$ cat config.mk
export PLATFORM = sky130hd
export DESIGN_NAME = gsensor_spi_responder
export DESIGN_NICKNAME = d
export VERILOG_FILES = /design/src/rtl/gsensor_spi_responder_pkg.sv /design/src/rtl/spi_pin_sync.sv /design/src/rtl/gsensor_spi_responder.sv
export SDC_FILE = /design/constraint.sdc
export NUM_CORES = 1
export LEC_CHECK = 0
export ABC_AREA = 1
export CORE_MARGIN = 5
export CORE_UTILIZATION = 55
export CTS_CLUSTER_SIZE = 14
export DETAILED_ROUTE_END_ITERATION = 7
export MAX_ROUTING_LAYER = met4
export PLACE_DENSITY = 0.72
export SYNTH_ARGS = -nofsm -noshare
export SYNTH_HDL_FRONTEND = slang
export SYNTH_HIERARCHICAL = 1
export SYNTH_SLANG_ARGS = --single-unit
$ cat constraint.sdc
create_clock -name clk_clk -period 6.9 [get_ports clk_clk]
set_clock_uncertainty 0.15 [all_clocks]
set_input_delay 1.38 -clock clk_clk [delete_from_list [all_inputs] [get_ports clk_clk]]
set_output_delay 1.38 -clock clk_clk [all_outputs]
set_load 0.05 [all_outputs]
$ cat src/rtl/gsensor_spi_responder_pkg.sv
// Shared definitions for the g-sensor SPI responder: register addresses, FSM states,
// and helpers that classify register addresses.
package gsensor_resp_pkg;

  localparam logic [5:0] A_DEVID      = 6'h00;
  localparam logic [5:0] A_BW_RATE    = 6'h2C;
  localparam logic [5:0] A_INT_ENABLE = 6'h2E;
  localparam logic [5:0] A_INT_SOURCE = 6'h30;
  localparam logic [5:0] A_DATAX0     = 6'h32;
  localparam logic [5:0] A_DATAX1     = 6'h33;
  localparam logic [5:0] A_DATAY0     = 6'h34;
  localparam logic [5:0] A_DATAY1     = 6'h35;
  localparam logic [5:0] A_DATAZ0     = 6'h36;
  localparam logic [5:0] A_DATAZ1     = 6'h37;

  localparam logic [7:0] BW_RATE_RST  = 8'h0A;

  typedef enum logic [1:0] {IDLE, CMD, RDATA, WDATA} state_t;

  function automatic logic is_writable(input logic [5:0] a);
    return ((a >= 6'h1D) && (a <= 6'h2F) && (a != 6'h2B)) || (a == 6'h31) || (a == 6'h38);
  endfunction

  function automatic logic is_data(input logic [5:0] a);
    return (a >= A_DATAX0) && (a <= A_DATAZ1);
  endfunction

endpackage

$ cat src/rtl/spi_pin_sync.sv
// Synchronises the SPI pins into the clk domain and produces single-cycle edge pulses.
// A pin edge becomes a pulse visible to the clk domain SYNC_STAGES+1 clocks later.
module spi_pin_sync #(
  parameter int SYNC_STAGES = 2
) (
  input  logic i_clk,
  input  logic i_rst_n,
  input  logic i_sclk,
  input  logic i_cs_n,
  input  logic i_sdat,
  output logic o_sclk_rise,
  output logic o_sclk_fall,
  output logic o_cs_rise,
  output logic o_cs_fall,
  output logic o_sdat
);

  logic [SYNC_STAGES:0]   r_sclk_sh;
  logic [SYNC_STAGES:0]   r_cs_sh;
  logic [SYNC_STAGES-1:0] r_sdat_sh;

  // cs_n starts as "selected" so that a responder reset while the master holds CS_N low
  // sees no edge until the master actually deselects.
  always_ff @(posedge i_clk or negedge i_rst_n) begin
    if (!i_rst_n) begin
      r_sclk_sh <= {(SYNC_STAGES+1){1'b1}};
      r_cs_sh   <= {(SYNC_STAGES+1){1'b0}};
      r_sdat_sh <= {SYNC_STAGES{1'b0}};
    end else begin
      r_sclk_sh <= {r_sclk_sh[SYNC_STAGES-1:0], i_sclk};
      r_cs_sh   <= {r_cs_sh[SYNC_STAGES-1:0], i_cs_n};
      r_sdat_sh <= {r_sdat_sh[SYNC_STAGES-2:0], i_sdat};
    end
  end

  assign o_sclk_rise =  r_sclk_sh[SYNC_STAGES-1] & ~r_sclk_sh[SYNC_STAGES];
  assign o_sclk_fall = ~r_sclk_sh[SYNC_STAGES-1] &  r_sclk_sh[SYNC_STAGES];
  assign o_cs_rise   =  r_cs_sh[SYNC_STAGES-1]   & ~r_cs_sh[SYNC_STAGES];
  assign o_cs_fall   = ~r_cs_sh[SYNC_STAGES-1]   &  r_cs_sh[SYNC_STAGES];
  assign o_sdat      =  r_sdat_sh[SYNC_STAGES-1];

endmodule

$ cat src/rtl/gsensor_spi_responder.sv
// 3-wire SPI (mode 3) responder that mimics an ADXL345-class accelerometer register map.
// Define GSENSOR_SNAPSHOT_EN to read DATA bursts from a shadow captured at command decode.
module gsensor_spi_responder
  import gsensor_resp_pkg::*;
#(
  parameter logic [7:0] DEVID_VAL   = 8'hE5,
  parameter int         SYNC_STAGES = 2
) (
  input  logic               clk_clk,
  input  logic               reset_reset_n,
  input  logic               spi_sclk,
  input  logic               spi_cs_n,
  input  logic               spi_sdat_in,
  output logic               spi_sdat_out,
  output logic               spi_sdat_oe,
  output logic               g_sensor_int,
  input  logic               sample_valid,
  input  logic signed [15:0] sample_x,
  input  logic signed [15:0] sample_y,
  input  logic signed [15:0] sample_z
);

  logic w_sclk_rise, w_sclk_fall, w_cs_rise, w_cs_fall, w_sdat;

  spi_pin_sync #(.SYNC_STAGES(SYNC_STAGES)) u_sync (
    .i_clk       (clk_clk),
    .i_rst_n     (reset_reset_n),
    .i_sclk      (spi_sclk),
    .i_cs_n      (spi_cs_n),
    .i_sdat      (spi_sdat_in),
    .o_sclk_rise (w_sclk_rise),
    .o_sclk_fall (w_sclk_fall),
    .o_cs_rise   (w_cs_rise),
    .o_cs_fall   (w_cs_fall),
    .o_sdat      (w_sdat)
  );

  state_t     r_state, w_state_nxt;
  logic       r_armed;
  logic [2:0] r_bitcnt;
  logic [7:0] r_shift;
  logic [5:0] r_addr;
  logic       r_mb;
  logic       r_oe;
  logic       r_out;
  logic [7:0] r_regs [0:63];
  logic       r_dready;
  logic       r_ovr;
  logic       r_int;

  logic [7:0] w_cmd;
  logic [7:0] w_wbyte;
  logic [7:0] w_rd_byte;
  logic [5:0] w_addr_nxt;
  logic       w_cmd_done;
  logic       w_rd_load;
  logic       w_wr_commit;
  logic       w_data_load;

  assign w_cmd       = {r_shift[6:0], w_sdat};
  assign w_wbyte     = {r_shift[6:0], w_sdat};
  assign w_addr_nxt  = r_mb ? (r_addr + 6'd1) : r_addr;
  assign w_cmd_done  = (r_state == CMD)   && w_sclk_rise && (r_bitcnt == 3'd7) && !w_cs_rise;
  assign w_rd_load   = (r_state == RDATA) && w_sclk_fall && (r_bitcnt == 3'd0) && !w_cs_rise;
  assign w_wr_commit = (r_state == WDATA) && w_sclk_rise && (r_bitcnt == 3'd7) && !w_cs_rise;
  assign w_data_load = w_rd_load && is_data(r_addr);

`ifdef GSENSOR_SNAPSHOT_EN
  logic [7:0] r_snap [0:5];
  logic       r_snap_act;
  logic [2:0] w_snap_idx;

  assign w_snap_idx = 3'(r_addr - A_DATAX0);

  always_ff @(posedge clk_clk or negedge reset_reset_n) begin
    if (!reset_reset_n) begin
      r_snap_act <= 1'b0;
      for (int i = 0; i < 6; i++) r_snap[i] <= 8'h00;
    end else if (w_cs_rise) begin
      r_snap_act <= 1'b0;
    end else if (w_cmd_done) begin
      r_snap_act <= w_cmd[7] && is_data(w_cmd[5:0]);
      if (w_cmd[7] && is_data(w_cmd[5:0])) begin
        for (int i = 0; i < 6; i++) r_snap[i] <= r_regs[int'(A_DATAX0) + i];
      end
    end
  end
`endif

  always_comb begin
    w_rd_byte = 8'h00;
    if (r_addr == A_DEVID) begin
      w_rd_byte = DEVID_VAL;
    end else if (r_addr == A_INT_SOURCE) begin
      w_rd_byte = {r_dready, 6'b000000, r_ovr};
    end else if (is_data(r_addr)) begin
`ifdef GSENSOR_SNAPSHOT_EN
      w_rd_byte = r_snap_act ? r_snap[w_snap_idx] : r_regs[r_addr];
`else
      w_rd_byte = r_regs[r_addr];
`endif
    end else if (is_writable(r_addr)) begin
      w_rd_byte = r_regs[r_addr];
    end
  end

  always_ff @(posedge clk_clk or negedge reset_reset_n) begin
    if (!reset_reset_n) r_state <= IDLE;
    else                r_state <= w_state_nxt;
  end

  // A CS_N fall is only honoured once a deselect has been seen since reset.
  always_comb begin
    w_state_nxt = r_state;
    case (r_state)
      IDLE:    if (w_cs_fall && r_armed) w_state_nxt = CMD;
      CMD:     if (w_cmd_done) w_state_nxt = w_cmd[7] ? RDATA : WDATA;
      RDATA:   w_state_nxt = RDATA;
      WDATA:   w_state_nxt = WDATA;
      default: w_state_nxt = IDLE;
    endcase
    if (w_cs_rise) w_state_nxt = IDLE;
  end

  always_ff @(posedge clk_clk or negedge reset_reset_n) begin
    if (!reset_reset_n) begin
      r_armed  <= 1'b0;
      r_bitcnt <= 3'd0;
      r_shift  <= 8'h00;
      r_addr   <= 6'd0;
      r_mb     <= 1'b0;
      r_oe     <= 1'b0;
      r_out    <= 1'b0;
    end else begin
      if (w_cs_rise) r_armed <= 1'b1;
      if (w_cs_rise) begin
        r_oe     <= 1'b0;
        r_bitcnt <= 3'd0;
      end else begin
        case (r_state)
          IDLE: r_bitcnt <= 3'd0;
          CMD: begin
            if (w_sclk_rise) begin
              r_shift  <= w_cmd;
              r_bitcnt <= r_bitcnt + 3'd1;
              if (w_cmd_done) begin
                r_addr <= w_cmd[5:0];
                r_mb   <= w_cmd[6];
              end
            end
          end
          // Each byte is fetched on its first SCLK fall; the address steps at that fetch.
          RDATA: begin
            if (w_sclk_fall) begin
              r_bitcnt <= r_bitcnt + 3'd1;
              if (r_bitcnt == 3'd0) begin
                r_out   <= w_rd_byte[7];
                r_shift <= {w_rd_byte[6:0], 1'b0};
                r_oe    <= 1'b1;
                r_addr  <= w_addr_nxt;
              end else begin
                r_out   <= r_shift[7];
                r_shift <= {r_shift[6:0], 1'b0};
              end
            end
          end
          WDATA: begin
            if (w_sclk_rise) begin
              r_shift  <= w_wbyte;
              r_bitcnt <= r_bitcnt + 3'd1;
              if (r_bitcnt == 3'd7) r_addr <= w_addr_nxt;
            end
          end
          default: r_bitcnt <= 3'd0;
        endcase
      end
    end
  end

  always_ff @(posedge clk_clk or negedge reset_reset_n) begin
    if (!reset_reset_n) begin
      for (int i = 0; i < 64; i++) r_regs[i] <= (i == int'(A_BW_RATE)) ? BW_RATE_RST : 8'h00;
    end else begin
      if (w_wr_commit && is_writable(r_addr)) r_regs[r_addr] <= w_wbyte;
      if (sample_valid) begin
        r_regs[A_DATAX0] <= sample_x[7:0];
        r_regs[A_DATAX1] <= sample_x[15:8];
        r_regs[A_DATAY0] <= sample_y[7:0];
        r_regs[A_DATAY1] <= sample_y[15:8];
        r_regs[A_DATAZ0] <= sample_z[7:0];
        r_regs[A_DATAZ1] <= sample_z[15:8];
      end
    end
  end

  // A new sample beats a same-cycle DATA read: the status bits stay or become set.
  always_ff @(posedge clk_clk or negedge reset_reset_n) begin
    if (!reset_reset_n) begin
      r_dready <= 1'b0;
      r_ovr    <= 1'b0;
      r_int    <= 1'b0;
    end else begin
      if (sample_valid) begin
        r_dready <= 1'b1;
        r_ovr    <= r_ovr | r_dready;
      end else if (w_data_load) begin
        r_dready <= 1'b0;
        r_ovr    <= 1'b0;
      end
      r_int <= |({r_dready, 6'b000000, r_ovr} & r_regs[A_INT_ENABLE]);
    end
  end

  assign spi_sdat_out = r_out;
  assign spi_sdat_oe  = r_oe;
  assign g_sensor_int = r_int;

endmodule

# Word-level counts from Yosys, hierarchy flattened
# Cells that the tools add are included.
op_classes:
  addsub: 2
  n_bitwise: 12
  multipliers: 0
  div: 0
  n_shift: 0
  muxes: 41
  n_reduce_logical: 38
  order_cmp: 6
  eq_ne: 19
op_table:
  columns: ["op", "count"]
  rows:
  - ["512-bit bitwise mux", 1]
  - ["112-bit 2-to-1 mux", 1]
  - ["8-bit 2-to-1 mux", 10]
  - ["8-bit binary-select mux with 6-bit select", 1]
  - ["8-bit demux with 6-bit select", 1]
  - ["48-bit 2-to-1 mux", 1]
  - ["6-bit 2-to-1 mux", 7]
  - ["6-bit == test (second input constant)", 3]
  - ["6-bit case mux with 3 select lines", 1]
  - ["1-bit logical AND", 16]
  - ["8-bit case mux with 2 select lines", 1]
  - ["6-bit <= comparator (second input constant)", 2]
  - ["2-bit nonzero test", 6]
  - ["1-bit 2-to-1 mux", 9]
  - ["3-bit 2-to-1 mux", 3]
  - ["3-bit != test (second input constant)", 3]
  - ["3-bit case mux with 3 select lines", 1]
  - ["8-bit bitwise AND", 1]
  - ["2-bit != test (second input constant)", 4]
  - ["2-bit case mux with 4 select lines", 1]
  - ["4-bit AND reduction", 2]
  - ["8-bit AND reduction", 1]
  - ["8-bit OR reduction", 1]
  - ["7-bit >= comparator (second input constant)", 1]
  - ["25 further kinds", 40]
totals:
  latchBits: 0
  register_bits: 546
  n_memories: 0
  input_bits: 54
  rom_bits: 0
  wordCells: 196
  ram_bits: 0

# Depth between registers and ports, before layout
depth:
  ltp_word: 12
  ltp_mapped: 16
  depth_no_buf: 13

# Modules after synthesis
# Netlist, hierarchy kept.
modules_own_cells:
  columns: ["mod", "cells_each", "seq_area_each_um2", "area_per_inst_um2", "n_inst"]
  rows:
  - ["gsensor_spi_responder", 2692, 11663.7, 21354.2, 1]
  - ["spi_pin_sync", 16, 203.9, 234.0, 1]

# Least setup slack after synthesis
# Ideal clock, no wire load.
synth_path:
  kind: "reg-to-reg"
  startpoint: "reg r_addr[1]"
  endpoint: "reg r_regs[118] (netlist bit)"
  synth_period_minus_slack_ns: 2.663
  arrival_time_ns: 2.383
  path_slack_ns: 4.237
  stages_incl_launch_ff: 15
  cell_sequence: "dfrtp_1 inv_1 clkbuf_1 clkbuf_1 ha_1 nor2_1 o21ai_1 nand2_1 nand2_4 nand2_4 nor3_4 nand2_4 buf_6 nand2_1 o21ai_2"
synth_between:
  elab_chain_cells: 6
  word_cells_on_any_way: 17
synth_lines:
  columns: ["item", "line", "text"]
  rows:
  - ["start: declaration", "gsensor_spi_responder.sv:42", "logic [5:0] r_addr;"]
  - ["start signal: assignment", "gsensor_spi_responder.sv:147", "r_addr <= w_cmd[5:0];"]
  - ["start signal: assignment", "gsensor_spi_responder.sv:160", "r_addr <= w_addr_nxt;"]
  - ["start signal: assignment", "gsensor_spi_responder.sv:171", "if (r_bitcnt == 3'd7) r_addr <= w_addr_nxt;"]
  - ["6-bit inverter with 7-bit output (implied by the code), or another cell as far along", "gsensor_spi_responder.sv:184", "if (w_wr_commit && is_writable(r_addr)) r_regs[r_addr] <= w_wbyte;"]
  - ["7-bit >= comparator (implied by the code), or another cell as far along", "gsensor_spi_responder.sv:184", null]
  - ["1-bit logical AND, on equally long branches", "gsensor_spi_responder.sv:184, gsensor_spi_responder_pkg.sv:21", null]
  - ["8-bit 2-to-1 mux (implied by the code) / 1-bit logical OR (equally long branches)", "gsensor_spi_responder.sv:184, gsensor_spi_responder_pkg.sv:21", null]
  - ["8-bit demux with 6-bit select / 1-bit logical OR (equally long branches)", "gsensor_spi_responder.sv:184, gsensor_spi_responder_pkg.sv:21", null]
  - ["512-bit bitwise mux / 1-bit logical AND (equally long branches)", "gsensor_spi_responder.sv:184", null]
  - ["end signal: indexed assignment", "gsensor_spi_responder.sv:184", null]
  - ["end signal: indexed assignment", "gsensor_spi_responder.sv:186", "r_regs[A_DATAX0] <= sample_x[7:0];"]
  - ["end signal: indexed assignment", "gsensor_spi_responder.sv:187", "r_regs[A_DATAX1] <= sample_x[15:8];"]
  - ["end: declaration", "gsensor_spi_responder.sv:46", "logic [7:0] r_regs [0:63];"]
# Several ways; a longest one is shown, not always the timed one.
# A chain may end at the register's enable or synchronous reset.

# Final worst setup path
layout_path:
  startpoint: "reg r_addr[2]"
  endpoint: "reg r_regs[138] (netlist bit)"
# The elaborated chain is that of the path after synthesis.

==> run metrics <==
outcome=finished, final reports clean; most used flip-flop cell after synthesis=dfrtp_1; number of failing setup endpoints in the final timing report=0; Crit Path Class=flip-flop to flip-flop; Critical Path AT=4190 ps; antenna diode count=0; area fraction of the dominant cell type after synthesis=54.4%; DRC=0; required time worst endpoint=7220 ps; number of DRC markers after the initial detailed-route iteration=1464; Final Worst Setup Slack=between 3000 and 4000 ps; Max Cap Viol=0; Worst-Margin Slew=1140 ps; sequential share of the synthesized area=55.0%; worst voltage drop across the vdd grid=roughly 0.25 mV; quantity of I/O buffers inserted on ports=56; count of H-tree levels built during CTS=2; EDFF count, synth=0; Top cell by count, worst path=inv_1; total CTS buffers=49; sum of routed wire length over all layers=around 53000 um; Hold Buf Count CTS=0; CTS clk-pin slew, worst paths=60 ps; setup repair after global routing missed its margin=no; share of flip-flops with an asynchronous set or reset=100%; Post-Synthesis Cells=2708; placed wire-length estimate after detailed placement=32300 um; Max Slew Vio Count=0; TritonCTS sink count=between 400 and 500; clock root buffer master=clkbuf_16; number of cells in the design after placement=slightly below 3000; vias after detailed routing=16358; TritonCTS clock tree=yes; Max stage delay cell, worst path=a21boi_2; number of buffers inserted by post-CTS setup repair=0; area of the die=~43000 um^2; Placement Setup Slack=between 3000 and 4000 ps; # rows=72; delay of the slowest cell on the worst path=890 ps; worst-path cell chain=inv_1 -> buf_4 -> nand2_1 -> inv_1 -> a21oi_4 -> a21boi_2 -> nand3_1 -> o21ai_0; largest net degree at the start of global routing=roughly 140; PD cells=approximately 360 nW/um^2; Mapped Avg Cell Area=around 8.0 um^2; Cell variety after synth=41; Longest Clk Path Bufs=3; setup TNS after final layout=0 ps; wire length of the first global-routing pass=86300 um; synth-to-layout area growth=8.02%; fraction of final layout cells with drive strength greater than 1=7.37%; Net Count, Synth=2770; number of nets with antenna violations after detailed routing=0; I/O pin cnt=57; # nets final=2577; RD Place Congestion=between 0.9 and 1; count of state elements after synthesis=474; initial cell density of the core=55.7%; Power Total=8.43 mW; final hold viol count=0; Tightest Hold Check Type=flip-flop to flip-flop; top cells by area, synth=dfrtp_1 (54%), nand2_1 (15%), o21ai_0 (4.9%); quantity of gates resized following cts=0; Tot GR Track Use=between 20% and 30%; Pre-Repair DR Iteration Count=5; average wire length per cell after detail routing=17.1 um; initial antenna violation count=0; remaining max-slew budget at the tightest pin=23.8%; Chip Height=208 um; minimum period implied by the final worst setup slack=3870 ps; die width=208 um; filler-free cell count of the finished design=3069; final worst-path cycle share=56.1%; cell leakage power=11.4 nW; clock latency on the worst-skew pair=580 ps; area inside the core boundary=roughly 39000 um^2; synthesized cell area=21600 um^2; Synth Warn #=6; cell taking the most area after synthesis=dfrtp_1; Max FO, Critical Path=18; via count of the first global-routing pass=16090; kind of launch point of the worst setup path=flip-flop; fmax=258 MHz; total congestion overflow after global routing=0; vias per std cell=approximately 5.3; nature of the critical path endpoint=flip-flop
## final timing paths
path,from,endpoint,slack (ps),cells after the start
setup / recovery,r_addr[2],r_regs[138],3030,8
hold / removal,u_sync/r_sdat_sh[0],u_sync/r_sdat_sh[1],190,0
setup reg to reg,r_addr[2],r_regs[138],3030,8
hold reg to reg,u_sync/r_sdat_sh[0],u_sync/r_sdat_sh[1],190,0
max in group asynchronous,reset_reset_n,r_addr[0],4350,2
min in group asynchronous,reset_reset_n,r_regs[5],740,1
## state kept, by name, summed over array words and instances, names as in the netlist
register and cells:
spi_sdat_oe 1, r_shift 8, g_sensor_int 1, r_dready 1, u_sync/r_sclk_sh 3, u_sync/r_sdat_sh 2, r_regs 440, r_mb 1
r_bitcnt 3, r_addr 6, r_ovr 1, r_armed 1, spi_sdat_out 1, u_sync/r_cs_sh 3, r_state 2
## worst max-delay path, delay by kind of cell, from the launching register on
family / cells / cell delay (ps)
flops: 1 / 380
buf+inv: 3 / 1090
simple gates: 2 / 770
compound gates: 3 / 1360
## cell type report
type,instances,area (um^2)
multi-input combinational,1691,7590
sequential,474,11900
clock buffer,70,1400
clock inverter,17,199
fill,3356,15400
inverter,215,815
timing repair buffer,84,796
tap,518,648
## synth_stat cells, types with 2 or more instances
| cell | n |
|---|---|
| clkinv_1 | 2 |
| buf_6 | 5 |
| ha_1 | 8 |
| nor2_1 | 222 |
| buf_2 | 41 |
| nand2_2 | 7 |
| nor2_2 | 4 |
| nand4_1 | 13 |
| o211ai_1 | 3 |
| buf_1 | 18 |
| o21bai_1 | 6 |
| a21oi_1 | 24 |
| clkbuf_1 | 262 |
| nand3_1 | 117 |
| or2_2 | 5 |
| buf_4 | 2 |
| o21ai_2 | 32 |
| dfrtp_1 | 469 |
| nand3_4 | 8 |
| xor2_1 | 2 |
| o22ai_1 | 3 |
| o21ai_0 | 211 |
| nand3b_1 | 3 |
| dfstp_2 | 5 |
| a31oi_1 | 18 |
| nor3_4 | 3 |
| inv_2 | 5 |
| nor3_1 | 6 |
| nand2_1 | 874 |
| o21ai_1 | 108 |
| inv_1 | 207 |
| nand2_4 | 6 |
## layer usage
| layer | track usage (%) | vias to the layer above | routed length (um) |
|---|---|---|---|
| li1 | - | 7932 | - |
| met1 | 35.4 | 7780 | 23700 |
| met2 | 38.2 | 546 | 23700 |
| met3 | 4.46 | 100 | 3610 |
| met4 | 7.41 | 0 | 1550 |
| met5 | - | - | 0 |
## power breakdown
group	switching, mW	internal (mW)
Sequential	0.0877	2.87
Combinational	2.08	0.746
Clock	1.08	1.55
Total	3.26	5.17
## per-stage QoR
stage	hold WS, ps	util (%)	instance area [um^2]
after CTS	196	60.2	23300
after global routing	201	60.2	23300
after detailed placement	189	56.1	21700
after global placement	184	56.1	21700
final	194	60.2	23300
after floorplan	181	-	21600
## cell usage in the layout (no fill, tap or decap), types with 3 or more instances in the layout
cell type,count
o21ai_2,32
clkbuf_1,12
o22ai_1,3
clkinv_2,9
inv_6,4
nor2_2,5
nand3_4,8
nand2_1,874
nand4_1,13
dfrtp_1,467
clkbuf_16,49
a21oi_1,24
a31oi_1,18
inv_2,4
inv_1,207
buf_4,26
nand2_2,7
clkbuf_8,9
o21ai_1,108
nand2_4,6
nand3_1,117
nor3_4,3
o211ai_1,3
bufinv_16,4
nand3b_1,3
o21bai_1,6
nor2_1,220
clkdlybuf4s50_1,54
ha_1,8
dfstp_2,5
or2_2,5
o21ai_0,211
nor3_1,6
## cell families after synthesis
| kind of cell | synth area share (%) |
|---|---|
| compound gates | 10.5 |
| xor+xnor | 0.0812 |
| fa+ha+maj | 0.464 |
| buf+inv | 9.90 |
| flops | 55.0 |
| simple gates | 24.1 |
(Power assumes the default switching activity.)
